[src/rtl/spi_pkg.sv]
// Shared types and line-level constants for the SPI mode-0 slave.
package spi_pkg;
    typedef enum logic {ST_IDLE = 1'b0, ST_ACTIVE = 1'b1} spi_state_e;

    localparam int   SPI_WIDTH = 8;
    localparam logic SS_IDLE   = 1'b1;
    localparam logic SCLK_IDLE = 1'b0;
    localparam logic MOSI_IDLE = 1'b0;
endpackage

[src/rtl/spi_sync_edge.sv]
// Multi-flop input synchroniser with one extra delayed copy for edge detection.
module spi_sync_edge
    import spi_pkg::*;
#(
    parameter int   SYNC_STAGES = 2,
    parameter logic RST_VAL     = 1'b0
) (
    input  logic clk,
    input  logic rst,
    input  logic d_i,
    output logic level_o,
    output logic rise_o,
    output logic fall_o
);
    logic [SYNC_STAGES-1:0] sync_q;
    logic                   prev_q;

    always_ff @(posedge clk or posedge rst) begin
        if (rst) begin
            sync_q <= {SYNC_STAGES{RST_VAL}};
            prev_q <= RST_VAL;
        end else begin
            sync_q <= {sync_q[SYNC_STAGES-2:0], d_i};
            prev_q <= sync_q[SYNC_STAGES-1];
        end
    end

    assign level_o = sync_q[SYNC_STAGES-1];
    assign rise_o  = level_o & ~prev_q;
    assign fall_o  = ~level_o & prev_q;
endmodule

[src/rtl/spi_slave.sv]
// SPI mode-0 slave, MSB-first, fully oversampled on clk, with a one-entry
// valid/ready transmit buffer and a one-cycle receive strobe.
module spi_slave
    import spi_pkg::*;
#(
    parameter int WIDTH       = SPI_WIDTH,
    parameter int SYNC_STAGES = 2
) (
    input  logic             clk,
    input  logic             rst,
    input  logic             SCLK,
    input  logic             SS,
    input  logic             MOSI,
    output logic             MISO,
    input  logic [WIDTH-1:0] tx_data,
    input  logic             tx_valid,
    output logic             tx_ready,
    output logic [WIDTH-1:0] rx_data,
    output logic             rx_valid,
    output logic             underrun,
    output logic             busy
);
    localparam int                CNT_W    = $clog2(WIDTH);
    localparam logic [CNT_W-1:0]  LAST_BIT = CNT_W'(WIDTH - 1);

    logic sclk_lvl, sclk_rise, sclk_fall;
    logic ss_lvl, ss_rise, ss_fall;
    logic mosi_lvl, mosi_rise, mosi_fall;
    logic unused_sync;

    spi_sync_edge #(.SYNC_STAGES(SYNC_STAGES), .RST_VAL(SCLK_IDLE)) u_sclk (
        .clk(clk), .rst(rst), .d_i(SCLK),
        .level_o(sclk_lvl), .rise_o(sclk_rise), .fall_o(sclk_fall)
    );
    spi_sync_edge #(.SYNC_STAGES(SYNC_STAGES), .RST_VAL(SS_IDLE)) u_ss (
        .clk(clk), .rst(rst), .d_i(SS),
        .level_o(ss_lvl), .rise_o(ss_rise), .fall_o(ss_fall)
    );
    spi_sync_edge #(.SYNC_STAGES(SYNC_STAGES), .RST_VAL(MOSI_IDLE)) u_mosi (
        .clk(clk), .rst(rst), .d_i(MOSI),
        .level_o(mosi_lvl), .rise_o(mosi_rise), .fall_o(mosi_fall)
    );
    assign unused_sync = sclk_lvl ^ ss_lvl ^ mosi_rise ^ mosi_fall;

    spi_state_e       state_q;
    logic [CNT_W-1:0] bitcnt_q;
    logic [WIDTH-1:0] rx_shift_q, tx_shift_q, rx_data_q, buf_q, buf_d;
    logic             buf_full_q, buf_full_d;
    logic             miso_q, rx_valid_q, underrun_q;
    logic             load_frame, tx_hs;

    // A frame (re)load happens on SS entry, or at a frame boundary while SS stays low.
    assign load_frame = (state_q == ST_IDLE && ss_fall) ||
                        (state_q == ST_ACTIVE && !ss_rise && sclk_fall && bitcnt_q == '0);
    assign tx_hs      = tx_valid && !buf_full_q;

    // A handshake landing on a reload cycle fills the buffer for the following frame.
    always_comb begin
        buf_d      = buf_q;
        buf_full_d = buf_full_q;
        if (load_frame && buf_full_q) buf_full_d = 1'b0;
        if (tx_hs) begin
            buf_d      = tx_data;
            buf_full_d = 1'b1;
        end
    end

    always_ff @(posedge clk or posedge rst) begin
        if (rst) begin
            state_q    <= ST_IDLE;
            bitcnt_q   <= '0;
            rx_shift_q <= '0;
            tx_shift_q <= '0;
            rx_data_q  <= '0;
            buf_q      <= '0;
            buf_full_q <= 1'b0;
            miso_q     <= 1'b0;
            rx_valid_q <= 1'b0;
            underrun_q <= 1'b0;
        end else begin
            buf_q      <= buf_d;
            buf_full_q <= buf_full_d;
            rx_valid_q <= 1'b0;
            underrun_q <= 1'b0;
            if (load_frame) begin
                tx_shift_q <= buf_full_q ? buf_q : '0;
                miso_q     <= buf_full_q & buf_q[WIDTH-1];
                underrun_q <= !buf_full_q;
            end
            case (state_q)
                ST_IDLE: begin
                    miso_q <= load_frame & buf_full_q & buf_q[WIDTH-1];
                    if (ss_fall) begin
                        state_q  <= ST_ACTIVE;
                        bitcnt_q <= '0;
                    end
                end
                ST_ACTIVE: begin
                    if (ss_rise) begin
                        state_q    <= ST_IDLE;
                        bitcnt_q   <= '0;
                        rx_shift_q <= '0;
                        tx_shift_q <= '0;
                        miso_q     <= 1'b0;
                    end else if (sclk_rise) begin
                        rx_shift_q <= {rx_shift_q[WIDTH-2:0], mosi_lvl};
                        if (bitcnt_q == LAST_BIT) begin
                            rx_data_q  <= {rx_shift_q[WIDTH-2:0], mosi_lvl};
                            rx_valid_q <= 1'b1;
                            bitcnt_q   <= '0;
                        end else begin
                            bitcnt_q <= bitcnt_q + CNT_W'(1);
                        end
                    end else if (sclk_fall && bitcnt_q != '0) begin
                        tx_shift_q <= {tx_shift_q[WIDTH-2:0], 1'b0};
                        miso_q     <= tx_shift_q[WIDTH-2];
                    end
                end
                default: state_q <= ST_IDLE;
            endcase
        end
    end

    assign MISO     = miso_q;
    assign tx_ready = !buf_full_q;
    assign rx_data  = rx_data_q;
    assign rx_valid = rx_valid_q;
    assign underrun = underrun_q;
    assign busy     = (state_q == ST_ACTIVE);
endmodule

[config.mk]
export PLATFORM = sky130hd
export DESIGN_NAME = spi_slave
export DESIGN_NICKNAME = d
export VERILOG_FILES = /design/src/rtl/spi_pkg.sv /design/src/rtl/spi_sync_edge.sv /design/src/rtl/spi_slave.sv
export SDC_FILE = /design/constraint.sdc
export NUM_CORES = 1
export LEC_CHECK = 0
export CORE_MARGIN = 5
export CORE_UTILIZATION = 61
export CTS_BUF_LIST = sky130_fd_sc_hd__clkbuf_2
export DETAILED_ROUTE_END_ITERATION = 10
export GPL_ROUTABILITY_DRIVEN = 0
export PLACE_DENSITY = 0.93
export SYNTH_ARGS = -nofsm -noshare
export SYNTH_HDL_FRONTEND = slang
export SYNTH_HIERARCHICAL = 1
export SYNTH_SLANG_ARGS = --single-unit
[constraint.sdc]
create_clock -name clk -period 2.8 [get_ports clk]
set_input_delay 0.28 -clock clk [delete_from_list [all_inputs] [get_ports clk]]
set_output_delay 0.28 -clock clk [all_outputs]
set_load 0.005 [all_outputs]
======== Yosys cells after proc, flatten, opt, wreduce, memory -nomap -nowiden ========
Index checks and enable logic that the tools add are counted.
W data, S select, Z words.
operators by class
  add/sub/neg operators ................... 1
  equal/unequal tests ..................... 3
  multiplexer cells ....................... 28
  bitwise gates (word level) .............. 13
  reduce and logical (&&, ||, !) cells .... 17
operators with widths
  operator               number
  $mux W8                6
  $mux W7                2
  $mux W1                13
  $mux W3                4
  $and A1 B1 Y1          7
  $logic_and A1 B1 Y1    7
  $not A1 Y1             6
  $pmux W3 S2            1
  $pmux W1 S2            2
  $reduce_and A2 Y1      2
  $reduce_and A4 Y1      1
  $reduce_bool A2 Y1     2
  $add A3 B1 Y3 const B  1
  $eq A3 B3 Y1 const B   1
  $logic_not A3 Y1       1
  $ne A3 B3 Y1 const B   1
  $reduce_bool A3 Y1     1
  $logic_not A1 Y1       2
  $ne A2 B2 Y1 const B   1
  $logic_or A1 B1 Y1     1
storage, ports and cells
  register bits after elaboration ......... 47
  input bits .............................. 14
  logic and storage cells ................. 77

======== Depth between registers and ports, before layout ========
Gate-level depths: netlist of run 1.
  depth in word-level cells ............... 12
  mapped depth ............................ 7

======== Cells and area by module ========
Netlist of run 1, hierarchy kept.
modules (own cells, without submodules)
  module                      instances  cells each  area an instance (µm²)
  spi_slave                   1          140         1,736.7
  spi_sync_edge (u_mosi ...)  2          6           93.8
  spi_sync_edge (u_ss)        1          6           97.6

======== Worst setup path before layout of run 1 ========
No wires, ideal clock.
  path kind ............................... reg-to-reg
  start ................................... reg u_ss.prev_q
  end ..................................... reg miso_q, in the netlist MISO
  library setup time ...................... 0.101 ns
  arrival ................................. 1.564 ns
  data required time ...................... 2.699 ns
  path slack .............................. 1.135 ns
  cell stages (with the launch flop) ...... 8
  path buffers ............................ 2
  clock period less this slack ............ 1.665 ns
  path through ............................ dfstp_2 nor2b_1 buf_6 nand2b_4 buf_6 o21ai_4 a311oi_1 o32ai_1
between the ends
  word-level cells in the longest chain between the ends .. 12
  elaborated cells on any way between the ends .. 16
RTL lines
  item                               RTL line             RTL
  start: declaration                 spi_sync_edge.sv:16  logic prev_q;
  start signal: assignment           spi_sync_edge.sv:24  prev_q <= sync_q[SYNC_STAGES-1];
  $not A1 Y1 *                       spi_sync_edge.sv:29  assign rise_o = level_o & ~prev_q;
  $and A1 B1 Y1 *                    spi_sync_edge.sv:29
  via ss_rise                        spi_slave.sv:27      logic ss_lvl, ss_rise, ss_fall;
  $logic_not A1 Y1                   spi_slave.sv:54      (state_q == ST_ACTIVE && !ss_rise && sclk_fall && bitcnt_q == '0);
  $logic_and A1 B1 Y1 (3 in series)  spi_slave.sv:54
  $logic_or A1 B1 Y1                 spi_slave.sv:53      assign load_frame = (state_q == ST_IDLE && ss_fall) ||
  $mux W1                            spi_slave.sv:85      if (load_frame) begin
  $mux W1                            spi_slave.sv:114     end else if (sclk_fall && bitcnt_q != '0) begin
  $mux W1                            spi_slave.sv:105     end else if (sclk_rise) begin
  $mux W1                            spi_slave.sv:99      if (ss_rise) begin
  $pmux W1 S2 *                      spi_slave.sv:90      case (state_q)
  end signal: assignment             spi_slave.sv:87      miso_q <= buf_full_q & buf_q[WIDTH-1];
  end signal: assignment             spi_slave.sv:92      miso_q <= load_frame & buf_full_q & buf_q[WIDTH-1];
  end signal: assignment             spi_slave.sv:116     miso_q <= tx_shift_q[WIDTH-2];
  end: declaration                   spi_slave.sv:49      logic miso_q, rx_valid_q, underrun_q;
The timed path passes the listed nets; every way through them passes the cells marked *.
A chain may end at the register's enable or synchronous reset.

======== Worst setup path after layout of run 1 ========
  start ................................... reg u_ss.sync_q[1]
  end ..................................... reg miso_q, in the netlist MISO
between the ends
  word-level cells in the longest chain between the ends .. 11
  elaborated cells on any way between the ends .. 16
RTL lines
  item                               RTL line             RTL
  start: declaration                 spi_sync_edge.sv:15  logic [SYNC_STAGES-1:0] sync_q;
  start signal: assignment           spi_sync_edge.sv:20  sync_q <= {SYNC_STAGES{RST_VAL}};
  start signal: assignment           spi_sync_edge.sv:23  sync_q <= {sync_q[SYNC_STAGES-2:0], d_i};
  $and A1 B1 Y1 *                    spi_sync_edge.sv:29
  via ss_rise                        spi_slave.sv:27
  $logic_not A1 Y1                   spi_slave.sv:54
  $logic_and A1 B1 Y1 (3 in series)  spi_slave.sv:54
  $logic_or A1 B1 Y1                 spi_slave.sv:53
  $mux W1                            spi_slave.sv:85
  $mux W1                            spi_slave.sv:114
  $mux W1                            spi_slave.sv:105
  $mux W1                            spi_slave.sv:99
  $pmux W1 S2 *                      spi_slave.sv:90
Marked as above.

==> results of run 1 <==
==> layout make-up <==
class                           instances  area, µm²
Clock inverter                          3       43.8
Tap cell                               44       55.1
Clock buffer                            5       25.0
Sequential cell                        46       1150
Inverter                               15       56.3
Timing Repair Buffer                   28        288
Multi-Input combinational cell         87        727
Fill cell                             192        728
==> flip-flops by register name, indices dropped and copies added, names as in the netlist <==
signal         flops
MISO               1
rx_data            8
u_sclk/prev_q      1
rx_shift_q         7
u_sclk/sync_q      2
u_ss/prev_q        1
u_mosi/sync_q      2
buf_q              8
rx_valid           1
tx_shift_q         7
buf_full_q         1
underrun           1
bitcnt_q           3
u_ss/sync_q        2
busy               1
==> where the power goes <==
group	internal (mW)	switching (mW)	total, mW
Sequential	0.838	0.145	0.983
Combinational	0.258	0.206	0.464
Clock	0.153	0.217	0.370
==> worst min-delay path by stage <==
stage | end | from | depth (start not counted) | slack [ns]
after floorplan | u_mosi/sync_q[0]$_DFF_PP0_ | rst | 1 | 0.02
final | u_mosi/sync_q[0]$_DFF_PP0_ | rst | 2 | 0.05
after global routing | u_mosi/sync_q[1]$_DFF_PP0_ | rst | 2 | 0.04
after CTS | u_mosi/sync_q[1]$_DFF_PP0_ | rst | 2 | 0.04
after detailed placement | u_mosi/sync_q[1]$_DFF_PP0_ | u_mosi/sync_q[0]$_DFF_PP0_ | 0 | 0.34
after global placement | u_mosi/sync_q[1]$_DFF_PP0_ | u_mosi/sync_q[0]$_DFF_PP0_ | 0 | 0.34
==> layout by cell type, fill, tap and decap left out, types with 2 or more instances in the layout <==
cell type and n:
sky130_fd_sc_hd__clkbuf_2 5, sky130_fd_sc_hd__dfstp_2 3, sky130_fd_sc_hd__and2_1 7, sky130_fd_sc_hd__a2bb2oi_1 7
sky130_fd_sc_hd__clkdlybuf4s50_1 26, sky130_fd_sc_hd__mux2_2 17, sky130_fd_sc_hd__nand2_1 4, sky130_fd_sc_hd__nor2_1 4
sky130_fd_sc_hd__nor2b_1 3, sky130_fd_sc_hd__nand3b_1 2, sky130_fd_sc_hd__o2bb2ai_1 6, sky130_fd_sc_hd__and2b_2 2
sky130_fd_sc_hd__mux2i_1 7, sky130_fd_sc_hd__nand2b_1 2, sky130_fd_sc_hd__dfrtp_1 43, sky130_fd_sc_hd__o22ai_1 8
sky130_fd_sc_hd__ha_1 3, sky130_fd_sc_hd__o21a_1 2, sky130_fd_sc_hd__inv_1 15
==> per-layer routing <==
layer	GRT usage (%)	routed length, µm
met1	25.2	1590
met2	34.0	1980
met3	5.56	127
met4	9.11	78
met5	0	0
==> critical path: cells and delay by family (launching register included) <==
family	cells	cell delay, ns
flip-flops	1	0.59
AO/OA/AOI/OAI	3	0.54
AND/OR/NAND/NOR	2	0.87
==> impl_metrics.sql, run 1 <==
INSERT INTO impl_metrics (metric_group, metric, value, unit) VALUES
('detailed_routing', 'post_drt_wl_per_cell', '16.6', 'µm'),
('global_routing', 'grt_antenna_before_repair', '0', ''),
('timing', 'worst_slew_pin_slew', '0.795', 'ns'),
('floorplan', 'rows', '20', ''),
('timing', 'slew_headroom', '46.9', '%'),
('global_routing', 'wire_length_of_the_first_global_routing_pass', '6780', 'µm'),
('cts', 'cts_setup_buffers', '0', ''),
('global_routing', 'groute.usage.overall', '20.7', '%'),
('setup_path', 'crit_slowest_cell', 'sky130_fd_sc_hd__dfstp_2', ''),
('timing', 'setup_ws', '0.712', 'ns'),
('timing', 'finalHoldViolations', '0', ''),
('floorplan', 'die_height', '67', 'µm'),
('layout', 'syn2layout_area_growth', '18.6', '%'),
('setup_path', 'worstPathArrival', '2.42', 'ns'),
('setup_path', 'critical_path_peak_fanout', '10', ''),
('run_status', 'run_status', 'finished clean', ''),
('cts', 'postCtsHoldBufs', '0', ''),
('setup_path', 'timing_worst_setup_path_type', 'flip-flop to flip-flop', ''),
('cts', 'clock_tree_from_tritoncts', 'built', ''),
('placement', 'placedInstanceArea', '2280', 'µm²'),
('detailed_routing', 'wirelength', '3770', 'µm'),
('cts', 'clock_insertion_delay_worst_skew', '0.43', 'ns'),
('pwr', 'report.power.total', '1.82', 'mW'),
('setup_path', 'critical_path.startpoint_type', 'flip-flop', ''),
('timing', 'finalSetupViolations', '0', ''),
('placement', 'place.port_buffers', '26', ''),
('detailed_routing', 'first_pass_iters', '4', ''),
('setup_path', 'critical_path.max_stage_delay', '0.59', 'ns'),
('global_routing', 'grt_start_max_net_pins', '22', ''),
('synthesis', 'syn-instance-count', '155', ''),
('floorplan', 'floorplan.core_area', '3080', 'µm²'),
('detailed_routing', 'routed-via-count', '1283', ''),
('layout', 'num_antenna_cells', '0', ''),
('global_routing', 'via_count_of_the_first_global_routing_pass', '1430', ''),
('timing', 'max_freq', '479', 'MHz'),
('setup_path', 'timing.critical_path.to', 'MISO$_DFF_PP0_', ''),
('pwr', 'cellPowerDensity', '773', 'nW/µm²'),
('floorplan', 'dieArea', '4490', 'µm²'),
('layout', 'design.final.nets', '200', ''),
('setup_path', 'reg2reg_from', 'u_ss/sync_q[1]$_DFF_PP1_', ''),
('placement', 'dpl.cell_count', '220', ''),
('timing', 'fin_setup_tns', '0', 'ns'),
('setup_path', 'regToRegSetupSlack', '0.71', 'ns'),
('setup_path', 'r2r.worst_path.cells', '5', ''),
('layout', 'design_area', '2350', 'µm²'),
('timing', 'slew_viol_final', '0', ''),
('detailed_routing', 'remaining_drc_errors', '0', ''),
('layout', 'finalNonFillerCells', '228', ''),
('setup_path', 'path_cells', 'nor2b_1 > nand2b_4 > o21ai_4 > a311oi_1 > o32ai_1', ''),
('pwr', 'largest_voltage_drop_on_the_vdd_net', '681', 'µV'),
('detailed_routing', 'detail-route-antenna-nets', '0', ''),
('setup_path', 'setup.worst_path.end_class', 'flip-flop', ''),
('cts', 'cts-root-buf', 'sky130_fd_sc_hd__clkbuf_2', ''),
('timing', 'period_share', '74.6', '%'),
('cts', 'numCtsBuffers', '5', ''),
('timing', 'timing.hold.ws', '0.0486', 'ns'),
('timing', 'final.setup_skew', '0.00815', 'ns'),
('timing', 'timing.final.crit_period', '2.09', 'ns'),
('floorplan', 'floorplan.initialDensity', '64.4', '%'),
('detailed_routing', 'detail_route.iter0.violations', '52', ''),
('setup_path', 'critical_path.reg2reg.endpoint', 'MISO$_DFF_PP0_', ''),
('cts', 'register_clock_pin_slew_on_the_reported_worst_setup_and_hold_paths', '0.22', 'ns'),
('pwr', 'power.leakage', '1.10', 'nW'),
('placement', 'place_worst_setup_slack', '0.760', 'ns'),
('cts', 'h-tree-depth', '2', ''),
('floorplan', 'boundaryPins', '27', ''),
('synthesis', 'syn-cell-area', '1980', 'µm²'),
('detailed_routing', 'detail_route.vias_per_cell', '5.63', ''),
('placement', 'post-dp-hpwl', '2850', 'µm'),
('setup_path', 'cp_data_required_time', '3.13', 'ns'),
('cts', 'number_of_buffers_on_the_longest_clock_path', '2', '');
Note: power is estimated with default switching activity, not from simulation.
==> run 2: changes to the inputs <==
Settings changed: CORE_UTILIZATION 61 to 56, PLACE_DENSITY 0.93 to 0.87.
Clock period 2.8 ns to 2 ns, I/O delays scaled along.
==> impl_metrics.sql, run 2 (synthesized netlist as in run 1, its figures left out) <==
INSERT INTO impl_metrics (metric_group, metric, value, unit) VALUES
('cts', 'h-tree-depth', '2', ''),
('timing', 'slew_viol_final', '0', ''),
('cts', 'cts-root-buf', 'sky130_fd_sc_hd__clkbuf_2', ''),
('timing', 'grt_setup_unrepaired', 'no', ''),
('cts', 'post_cts.resized_instances', '0', ''),
('timing', 'finalSetupViolations', '0', ''),
('detailed_routing', 'detail_route.vias_per_cell', '5.62', ''),
('pwr', 'cellPowerDensity', '1010', 'nW/µm²'),
('floorplan', 'die_height', '69.5', 'µm'),
('layout', 'syn2layout_area_growth', '18.2', '%'),
('pwr', 'report.power.total', '2.37', 'mW'),
('setup_path', 'timing_worst_setup_path_type', 'flip-flop to output port', ''),
('floorplan', 'dieArea', '4830', 'µm²'),
('run_status', 'run_status', 'finished clean', ''),
('detailed_routing', 'remaining_drc_errors', '0', ''),
('cts', 'clock_insertion_delay_worst_skew', '0.41', 'ns'),
('global_routing', 'grt_antenna_before_repair', '0', ''),
('detailed_routing', 'detail_route.iter0.violations', '72', ''),
('layout', 'final_layout_size_suffix_gt1_share', '19.7', '%'),
('layout', 'final_core_util', '69.1', '%'),
('timing', 'timing.final.crit_period', '1.85', 'ns'),
('layout', 'final_cell_mix', 'sky130_fd_sc_hd__dfrtp_1 (43), sky130_fd_sc_hd__clkdlybuf4s50_1 (26), sky130_fd_sc_hd__mux2_2 (17), sky130_fd_sc_hd__inv_1 (15), sky130_fd_sc_hd__o22ai_1 (8)', ''),
('detailed_routing', 'wirelength', '3560', 'µm'),
('floorplan', 'chipWidth', '69.5', 'µm'),
('setup_path', 'critical_path.startpoint_type', 'flip-flop', ''),
('timing', 'max_freq', '541', 'MHz'),
('timing', 'final.setup_skew', '0.0148', 'ns'),
('global_routing', 'grt_start_max_net_pins', '39', ''),
('timing', 'period_share', '92.5', '%'),
('timing', 'slew_headroom', '68.8', '%'),
('global_routing', 'groute.usage.overall', '16.3', '%'),
('global_routing', 'via_count_of_the_first_global_routing_pass', '1321', ''),
('setup_path', 'worstPathArrival', '1.65', 'ns'),
('floorplan', 'floorplan.initialDensity', '58.5', '%'),
('cts', 'clock_tree_from_tritoncts', 'built', ''),
('timing', 'worst_slew_pin_slew', '0.469', 'ns'),
('layout', 'design.final.nets', '204', ''),
('cts', 'number_of_buffers_on_the_longest_clock_path', '2', ''),
('floorplan', 'floorplan.core_area', '3390', 'µm²'),
('detailed_routing', 'post_drt_wl_per_cell', '15.2', 'µm'),
('detailed_routing', 'routed-via-count', '1315', ''),
('placement', 'place.port_buffers', '26', ''),
('layout', 'num_antenna_cells', '0', ''),
('layout', 'layout_commonest_cell', 'sky130_fd_sc_hd__dfrtp_1', ''),
('detailed_routing', 'first_pass_iters', '4', ''),
('timing', 'fin_setup_tns', '0', 'ns'),
('cts', 'clock-sinks', '46', ''),
('setup_path', 'setup.worst_path.end_class', 'output port', ''),
('floorplan', 'boundaryPins', '27', ''),
('flow_run', 'max-cap-violations', '0', ''),
('placement', 'post-dp-hpwl', '2650', 'µm'),
('pwr', 'largest_voltage_drop_on_the_vdd_net', '664', 'µV'),
('detailed_routing', 'detail-route-antenna-nets', '0', ''),
('timing', 'finalHoldViolations', '0', ''),
('pwr', 'power.leakage', '1.10', 'nW'),
('global_routing', 'wire_length_of_the_first_global_routing_pass', '6150', 'µm'),
('cts', 'cts_setup_buffers', '0', ''),
('floorplan', 'rows', '21', ''),
('cts', 'register_clock_pin_slew_on_the_reported_worst_setup_and_hold_paths', '0.20', 'ns'),
('cts', 'postCtsHoldBufs', '1', ''),
('setup_path', 'critical_path_peak_fanout', '9', ''),
('cts', 'numCtsBuffers', '5', ''),
('setup_path', 'cp_data_required_time', '1.80', 'ns'),
('hold_path', 'hold_class', 'primary input to flip-flop', ''),
('global_routing', 'grt-ovfl-total', '0', '');
==> run 2: worst max-delay path: stages, from the launching register on <==
cell                              delay, ns
sky130_fd_sc_hd__dfrtp_1               0.52
sky130_fd_sc_hd__buf_4                 0.21
sky130_fd_sc_hd__clkdlybuf4s50_1       0.51
==> run 2: worst paths after layout <==
kind,startpoint,end,slack [ns],depth (start not counted)
min reg2reg,u_ss/sync_q[0]$_DFF_PP1_,u_ss/sync_q[1]$_DFF_PP1_,0.36,0
max reg2reg,u_ss/sync_q[1]$_DFF_PP1_,rx_data[7]$_DFFE_PP0P_,0.28,4
min in group asynchronous,rst,u_sclk/prev_q$_DFF_PP0_,0.55,3
min,SS,u_ss/sync_q[0]$_DFF_PP1_,0.18,1
max,busy$_DFF_PP0_,busy,0.15,2
max in group asynchronous,rst,rx_shift_q[1]$_DFFE_PP0P_,0.87,4
==> run 2: layer usage <==
layer	up-vias	track usage (%)	part of all wire, %	routed length [µm]
li1	605	-	-	-
met5	-	0	0	0
met1	665	20.0	42	1500
met4	0	8.03	2.2	79
met3	7	4.93	6.9	245
met2	38	26.1	49	1730
==> run 2: per-stage QoR <==
stage,hold WS (ns),setup slack (ns),instances,area (µm²)
after global placement,0.336,0.358,225,2290
after floorplan,-0.0588,0.335,155,1980
final,0.178,0.151,234,2340
after global routing,0.130,0.0594,234,2340
after detailed placement,0.340,0.295,225,2290
after CTS,0.154,0.126,234,2340
==> run 2: area by class of cell <==
class	count	area (µm²)
clock buffers	6	30.0
clock inverters	2	8.76
fillers	241	1050
inverters	15	56.3
multi-input cells	87	727
flip-flops and latches	46	1150
well taps	46	57.6
repair buffers	32	308
==> run 2: report_power, final <==
group	leakage (nW)	switching (mW)	internal (mW)
clock	0.0304	0.275	0.0859
sequential	0.574	0.189	1.17
combinational	0.499	0.279	0.372
total	1.10	0.743	1.63
